**src/rtl/rv32i_cycle_sequencer.sv**
```systemverilog
// Multi-cycle control FSM for the RV32I core: steps FETCH/DECODE/EXECUTE/MEM/WB,
// drives datapath strobes, and traps illegal opcodes and memory timeouts.
module rv32i_cycle_sequencer #(
    parameter int unsigned TIMEOUT = 64
) (
    input  logic        clk,
    input  logic        rst_n,
    input  logic [31:0] instr,
    input  logic        mem_ready,
    input  logic        branch_taken,
    output logic        mem_req,
    output logic        mem_we,
    output logic        mem_sel_data,
    output logic        ir_we,
    output logic        pc_we,
    output logic        pc_sel,
    output logic        reg_we,
    output logic [1:0]  wb_sel,
    output logic        instr_retired,
    output logic        fault,
    output logic [2:0]  state
);

    localparam int unsigned CW = $clog2(TIMEOUT + 1);

    typedef enum logic [2:0] {
        S_FETCH   = 3'd0,
        S_DECODE  = 3'd1,
        S_EXECUTE = 3'd2,
        S_MEM     = 3'd3,
        S_WB      = 3'd4,
        S_FAULT   = 3'd7
    } state_t;

    typedef enum logic [3:0] {
        C_R, C_I, C_LOAD, C_STORE, C_BRANCH, C_JAL, C_JALR, C_LUI, C_AUIPC
    } class_t;

    state_t        cur, nxt;
    class_t        cls, cls_dec;
    logic          dec_ok;
    logic [CW-1:0] wcnt;
    logic          wait_expired;

    logic       req, we, sel, irw, pcw, pcs, rgw, ret, flt;
    logic [1:0] wbs;

    logic unused_instr_hi;
    assign unused_instr_hi = &{1'b0, instr[31:12]};

    always_comb begin
        cls_dec = C_R;
        dec_ok  = 1'b1;
        case (instr[6:0])
            7'b0110011: cls_dec = C_R;
            7'b0010011: cls_dec = C_I;
            7'b0000011: cls_dec = C_LOAD;
            7'b0100011: cls_dec = C_STORE;
            7'b1100011: cls_dec = C_BRANCH;
            7'b1101111: cls_dec = C_JAL;
            7'b1100111: cls_dec = C_JALR;
            7'b0110111: cls_dec = C_LUI;
            7'b0010111: cls_dec = C_AUIPC;
            default:    dec_ok  = 1'b0;
        endcase
    end

    // The counter holds completed wait cycles, so this cycle is the TIMEOUT-th one.
    assign wait_expired = (wcnt == CW'(TIMEOUT - 1));

    always_comb begin
        nxt = cur;
        req = 1'b0; we  = 1'b0; sel = 1'b0; irw = 1'b0;
        pcw = 1'b0; pcs = 1'b0; rgw = 1'b0; ret = 1'b0;
        flt = 1'b0; wbs = 2'b00;
        case (cur)
            S_FETCH: begin
                req = 1'b1;
                if (mem_ready) begin
                    irw = 1'b1;
                    nxt = S_DECODE;
                end else if (wait_expired) begin
                    nxt = S_FAULT;
                end
            end
            S_DECODE: nxt = dec_ok ? S_EXECUTE : S_FAULT;
            S_EXECUTE: begin
                case (cls)
                    C_BRANCH: begin
                        pcw = 1'b1;
                        pcs = branch_taken;
                        ret = 1'b1;
                        nxt = S_FETCH;
                    end
                    C_LOAD, C_STORE: nxt = S_MEM;
                    default:         nxt = S_WB;
                endcase
            end
            S_MEM: begin
                req = 1'b1;
                sel = 1'b1;
                we  = (cls == C_STORE);
                if (mem_ready) begin
                    if (cls == C_STORE) begin
                        pcw = 1'b1;
                        ret = 1'b1;
                        nxt = S_FETCH;
                    end else begin
                        nxt = S_WB;
                    end
                end else if (wait_expired) begin
                    nxt = S_FAULT;
                end
            end
            S_WB: begin
                rgw = (instr[11:7] != 5'd0);
                pcw = 1'b1;
                ret = 1'b1;
                nxt = S_FETCH;
                if (cls == C_JAL || cls == C_JALR) begin
                    pcs = 1'b1;
                    wbs = 2'b10;
                end else if (cls == C_LOAD) begin
                    wbs = 2'b01;
                end
            end
            S_FAULT: flt = 1'b1;
            default: nxt = S_FAULT;
        endcase
    end

    always_ff @(posedge clk or negedge rst_n) begin
        if (!rst_n) begin
            cur  <= S_FETCH;
            cls  <= C_R;
            wcnt <= '0;
        end else begin
            cur <= nxt;
            if (cur == S_DECODE && dec_ok)
                cls <= cls_dec;
            if ((nxt == S_FETCH || nxt == S_MEM) && nxt != cur)
                wcnt <= '0;
            else if (mem_ready)
                wcnt <= '0;
            else if (req)
                wcnt <= wcnt + CW'(1);
        end
    end

    // Reset holds state at FETCH, so strobes are gated to stay quiet during it.
    assign mem_req       = rst_n & req;
    assign mem_we        = rst_n & we;
    assign mem_sel_data  = rst_n & sel;
    assign ir_we         = rst_n & irw;
    assign pc_we         = rst_n & pcw;
    assign pc_sel        = rst_n & pcs;
    assign reg_we        = rst_n & rgw;
    assign wb_sel        = rst_n ? wbs : 2'b00;
    assign instr_retired = rst_n & ret;
    assign fault         = rst_n & flt;
    assign state         = cur;

endmodule

```
**config.mk**
```make
export PLATFORM = sky130hd
export DESIGN_NAME = rv32i_cycle_sequencer
export DESIGN_NICKNAME = d
export VERILOG_FILES = /design/src/rtl/rv32i_cycle_sequencer.sv
export SDC_FILE = /design/constraint.sdc
export NUM_CORES = 1
export LEC_CHECK = 0
export ABC_AREA = 1
export BUFFER_PORTS_ARGS = -buffer_cell sky130_fd_sc_hd__clkbuf_2
export CAP_MARGIN = 20
export CORE_MARGIN = 1.5
export CORE_UTILIZATION = 41
export CTS_BUF_LIST = sky130_fd_sc_hd__clkbuf_4 sky130_fd_sc_hd__clkbuf_8
export DETAILED_ROUTE_END_ITERATION = 10
export PLACE_DENSITY_LB_ADDON = 0.2
export SLEW_MARGIN = 20
export SYNTH_ARGS = -nofsm -noshare
export SYNTH_HDL_FRONTEND = slang
export SYNTH_SLANG_ARGS = --single-unit
export TNS_END_PERCENT = 50
```
**constraint.sdc**
```tcl
create_clock -name clk -period 1.6 [get_ports clk]
set_clock_uncertainty 0.2 [all_clocks]
set_input_delay 0 -clock clk [delete_from_list [all_inputs] [get_ports clk]]
set_output_delay 0 -clock clk [all_outputs]
set_load 0.01 [all_outputs]
```
# Word-level counts from Yosys, hierarchy flattened
# Index checks and enable logic that the tools add are counted.
# op_classes
bitwise_logic	8
mux	30
n_reduce_logical	11
n_addsub	1
n_eq_ne	22
# op_table
op	n
one-hot mux 4 bit (8 select lines)	1
equality test 7 x 6 -> 1 bit, second input constant	4
equality test 7 bit, second input constant	3
2-to-1 mux 7 bit	3
one-hot mux 3 bit (6 select lines)	1
2-to-1 mux 3 bit	5
equality test 7 x 5 -> 1 bit, second input constant	2
2-to-1 mux 1 bit	14
equality test 4 x 3 -> 1 bit, second input constant	3
equality test 3 x 2 -> 1 bit, second input constant	3
OR reduction 9 bit	1
AND 1 bit	8
equality test 4 x 2 -> 1 bit, second input constant	2
adder 7 x 1 -> 7 bit, second input constant	1
equality test 7 x 2 -> 1 bit, second input constant	1
equality test 3 bit, second input constant	2
logical NOT 3 bit	2
2-to-1 mux 2 bit	3
one-hot mux 3 bit (2 select lines)	1
nonzero test 5 bit	1
OR reduction 2 bit	2
equality test 3 x 1 -> 1 bit, second input constant	1
inequality test 3 bit	1
one-hot mux 1 bit (3 select lines)	1
other kinds (4)	6
# word_totals
inputBits	36
out_inout_bits	14
regBits	14

# Depth between registers and ports, before layout
# depth
word_depth	9
ltp_mapped	12
mapped_depth_nobuf	12

# Worst setup path before layout
# No wires, ideal clock.
# synth_timing
path_kind	flip-flop to flip-flop
start	reg wcnt[0]
end	reg wcnt[0]
setup_time_ns	0.113
path_stages_with_launch	12
t_arrival_ns	1.364
n_path_buf	0
setup_slack_ns	-0.077
cell_sequence	dfrtp_1 ha_1 nand2_1 nor2_2 nand2_1 nand2_1 a21oi_2 nand2_1 nand2_2 nand3_4 nand2_1 inv_1
# synth_between
elab_chain_cells	8
elab_cells_between_ends	15
cone_classes	add/sub: 1; eq/ne: 3; mux: 7; reduce/logical: 4
# synth_rtl
item	line_no	source
start, declared	42	logic [CW-1:0] wcnt;
start signal, assigned	146	wcnt <= wcnt + CW'(1);
equality test 7 x 6 -> 1 bit *	69	assign wait_expired = (wcnt == CW'(TIMEOUT - 1));
2-to-1 mux 3 bit *	82, 111	
2-to-1 mux 3 bit, on equally long branches	103, 79	
one-hot mux 3 bit (6 select lines) *	76	case (cur)
via nxt[0]	39	state_t cur, nxt;
equality test 3 x 2 -> 1 bit or logical NOT 3 bit (tied branches)	141	if ((nxt == S_FETCH || nxt == S_MEM) && nxt != cur)
logical OR 1 bit	141	
logical AND 1 bit *	141	
nonzero test 3 bit (no source line) or 2-to-1 mux 7 bit (tied branches)	n/a	
# Mark *: on every way through the listed nets, which the timed path passes. The rest lies on a longest branch. The select of a mux whose other input is x is not followed.
# A chain may end at the register's enable or synchronous reset.

# Final worst setup path
# layout_timing
start	reg cur[2], in the netlist state[2]
end	reg wcnt[5]
# layout_between
elab_cells_between_ends	19
cone_classes	eq/ne: 7; mux: 6; reduce/logical: 6
# layout_lines
item	line_no	source
start, declared	39	
start signal, assigned	138	cur <= nxt;
equality test 3 bit (tied with other cells)	76	
one-hot mux 3 bit (6 select lines) *	76	
via nxt[1]	39	
equality test 3 x 2 -> 1 bit or logical NOT 3 bit (tied branches)	141	
logical OR 1 bit	141	
logical AND 1 bit *	141	
nonzero test 3 bit (no source line) or 2-to-1 mux 7 bit (tied branches)	n/a	
# Mark *: on every way through the listed nets, which the timed path passes. The rest lies on a longest branch.

==> out/metrics.csv <==
metric,value,unit
status,finished with violations,
violated checks,"DRC, hold timing, setup timing",
fin crit period,1.75,ns
CTS H-Tree Depth,1,
Diodes inserted,0,
placer congestion estimate,0.831,
synthesized flop and latch total,14,
Pwr Density,369,nW/um2
largest net degree at the start of global routing,16,
count of standard-cell rows,19,
Clock Tree Root,clkbuf_4,
die area,3370,um2
Final setup viols,15,
"top cells by area, synth","dfrtp_1 28%, nand2_1 14%, nor2_1 8.2%, inv_1 7.6%, nand3_1 5.6%",
layout cells sized above 1,0.472,
max-slew violation count,0,
CTS Buffer Depth,2,
port bufs,29,
all-layer global routing usage,0.219,
vias in the first global route,1352,
Worst-path clk slew,0.09,ns
average cell area after synthesis,6.40,um2
DR DRC count,2,
critical path class,flop to flop,
"Distinct cells, synth",29,
Mapped Nets,231,
Starting Density,0.442,
synth warn,0,
detailed placement HPWL,2400,um
Final Non-Filler Cells,296,
HP Class,primary input to flop,
CP arrival,1.72,ns
global route overflow,0,
CP Launch Type,flop,
placed cells,275,
Post-Synthesis Cells,194,
Finished Cell Area,1920,um2
total number of vias,1456,
max cap viols,0,
register area share after synthesis,0.282,
die height,58.0,um
TNS Setup,-1.63,ns
worst skew pair latency,0.27,ns
DR WL/cell,11.1,um
CTS tree,built,
worst-margin pin slew,0.366,ns
P_leak,1.02,nW
CTS buffer count,3,
worst setup margin,-0.150,ns
Num Clock Sinks,14,
antenna violations before repair,0,
nets@finish,303,
final wirelength,3280,um
Yosys top cell area share,0.282,
Post-Synthesis Cell Area,1240,um2
period utilization,1.09,
Critical Path RT,1.57,ns
CP Capture Type,flop,
drt pass-1 iters,9,
biggest area consumer among synthesized cells,dfrtp_1,
RSZ-0062 raised after global routing,yes,
Slew Limit Headroom,0.756,
Peak Freq,0.571,GHz
DRT iter0 DRCs,50,
Ports,50,
Final Hold Vio Count,1,
"Max FO, Critical Path",7,
first-pass GRT wire length,5850,um
core area,2810,um2
WHS,-0.0570,ns
placed instance area,1610,um2
Die X,58.0,um
Layout area overhead,54.5,%
Peak VDD IR,0.000255,V
"Hold-fix buffers, CTS",7,
vias per cell,4.92,
DRT antenna net count,0,
==> timing repair <==
item                                    in CTS  in global routing
endpoints found under the hold margin       18                  1
pin swaps                                    8                  6
resized for setup                           19                 24
setup buffers                               10                  0
endpoints found under the setup margin      17                 22
==> cell families after synthesis <==
family                     count (synthesis)  share of synthesized area
DFF                                       14                      0.282
adders and majority gates                  1                     0.0101
xor gates and xnor gates                   1                    0.00706
AOI/OAI and AO/OA                         24                      0.114
and+or+nand+nor                          118                      0.473
buffers and inverters                     36                      0.114
==> synth_stat cells (all sizes together) <==
library cell	n
a21oi	9
buf	2
clkinv	1
dfrtp	14
ha	1
inv	33
nand2	55
nand3	17
nand3b	2
nand4	1
nor2	32
nor3	10
nor4	1
o21ai	12
o22ai	1
o31ai	2
xor2	1
==> worst max-delay path, stage by stage (launching register included) <==
cell and delay [ns]:
dfrtp_2 0.47, inv_2 0.09, nand3_4 0.08, buf_6 0.15, a21oi_4 0.14, nand2_2 0.08
nand2_2 0.08, nand2_2 0.05, nand2_2 0.08, nand3_4 0.11, nand2_1 0.08, inv_1 0.04
==> metal layers <==
| layer | part of all wire | GRT usage | up-vias |
|---|---|---|---|
| met1 | 0.46 | 0.297 | 656 |
| met3 | 0.039 | 0.0246 | 4 |
| met5 | 0 | 0 | - |
| met4 | 0.013 | 0.0731 | 0 |
| li1 | - | - | 762 |
| met2 | 0.49 | 0.365 | 34 |
==> cells in the final DEF (no fill, tap or decap), drive strengths merged <==
cell type	synthesis	layout
buf	2	40
nor4	1	1
dfrtp	14	14
nand3b	2	2
o31ai	2	2
nor3	10	10
clkinv	1	1
nand4	1	1
ha	1	1
dlymetal6s4s	0	1
o21ai	12	12
a21oi	9	9
clkbuf	0	26
dlygate4sd3	0	6
inv	33	33
nor2	32	32
xor2	1	1
nand3	17	17
o22ai	1	1
nand2	55	55
==> report_power, final <==
part | total [mW] | switching (mW) | internal (mW)
clock network | 0.250 | 0.112 | 0.138
registers | 0.357 | 0.00190 | 0.356
logic | 0.100 | 0.0563 | 0.0440
total | 0.708 | 0.170 | 0.538
==> flip-flops by register name, indices dropped and copies added, names as in the netlist <==
| signal | flops |
|---|---|
| state | 3 |
| cls | 4 |
| wcnt | 7 |
==> layout make-up <==
type                            count  area (um2)
Fill cell                         245         887
Inverter                           34         134
Clock buffer                        4        36.3
Tap cell                           31        38.8
Timing Repair Buffer               69         488
Sequential cell                    14         354
Multi-Input combinational cell    144         867
==> final timing paths <==
path                       cells past startpoint        to      from  slack [ns]
max                                           11   wcnt[5]  state[2]       -0.15
min                                            6    cls[3]  instr[3]       -0.06
max reg2reg                                   11   wcnt[5]  state[2]       -0.15
min reg2reg                                    3   wcnt[6]   wcnt[6]        0.39
max in group asynchronous                      3  state[2]     rst_n        1.01
min in group asynchronous                      3   wcnt[6]     rst_n           0
==> per-stage QoR <==
| stage | utilization | total power, mW | setup WS (ns) |
|---|---|---|---|
| 2_1_floorplan | - | 0.401 | -0.000428 |
| 3_3_place_gp | 0.575 | 0.443 | -0.0597 |
| 3_5_place_dp | 0.575 | 0.443 | -0.106 |
| 4_1_cts | 0.665 | 0.708 | -0.159 |
| 5_1_grt | 0.684 | 0.744 | -0.265 |
| 6_report | 0.684 | 0.708 | -0.150 |
(Power assumes the default switching activity.)
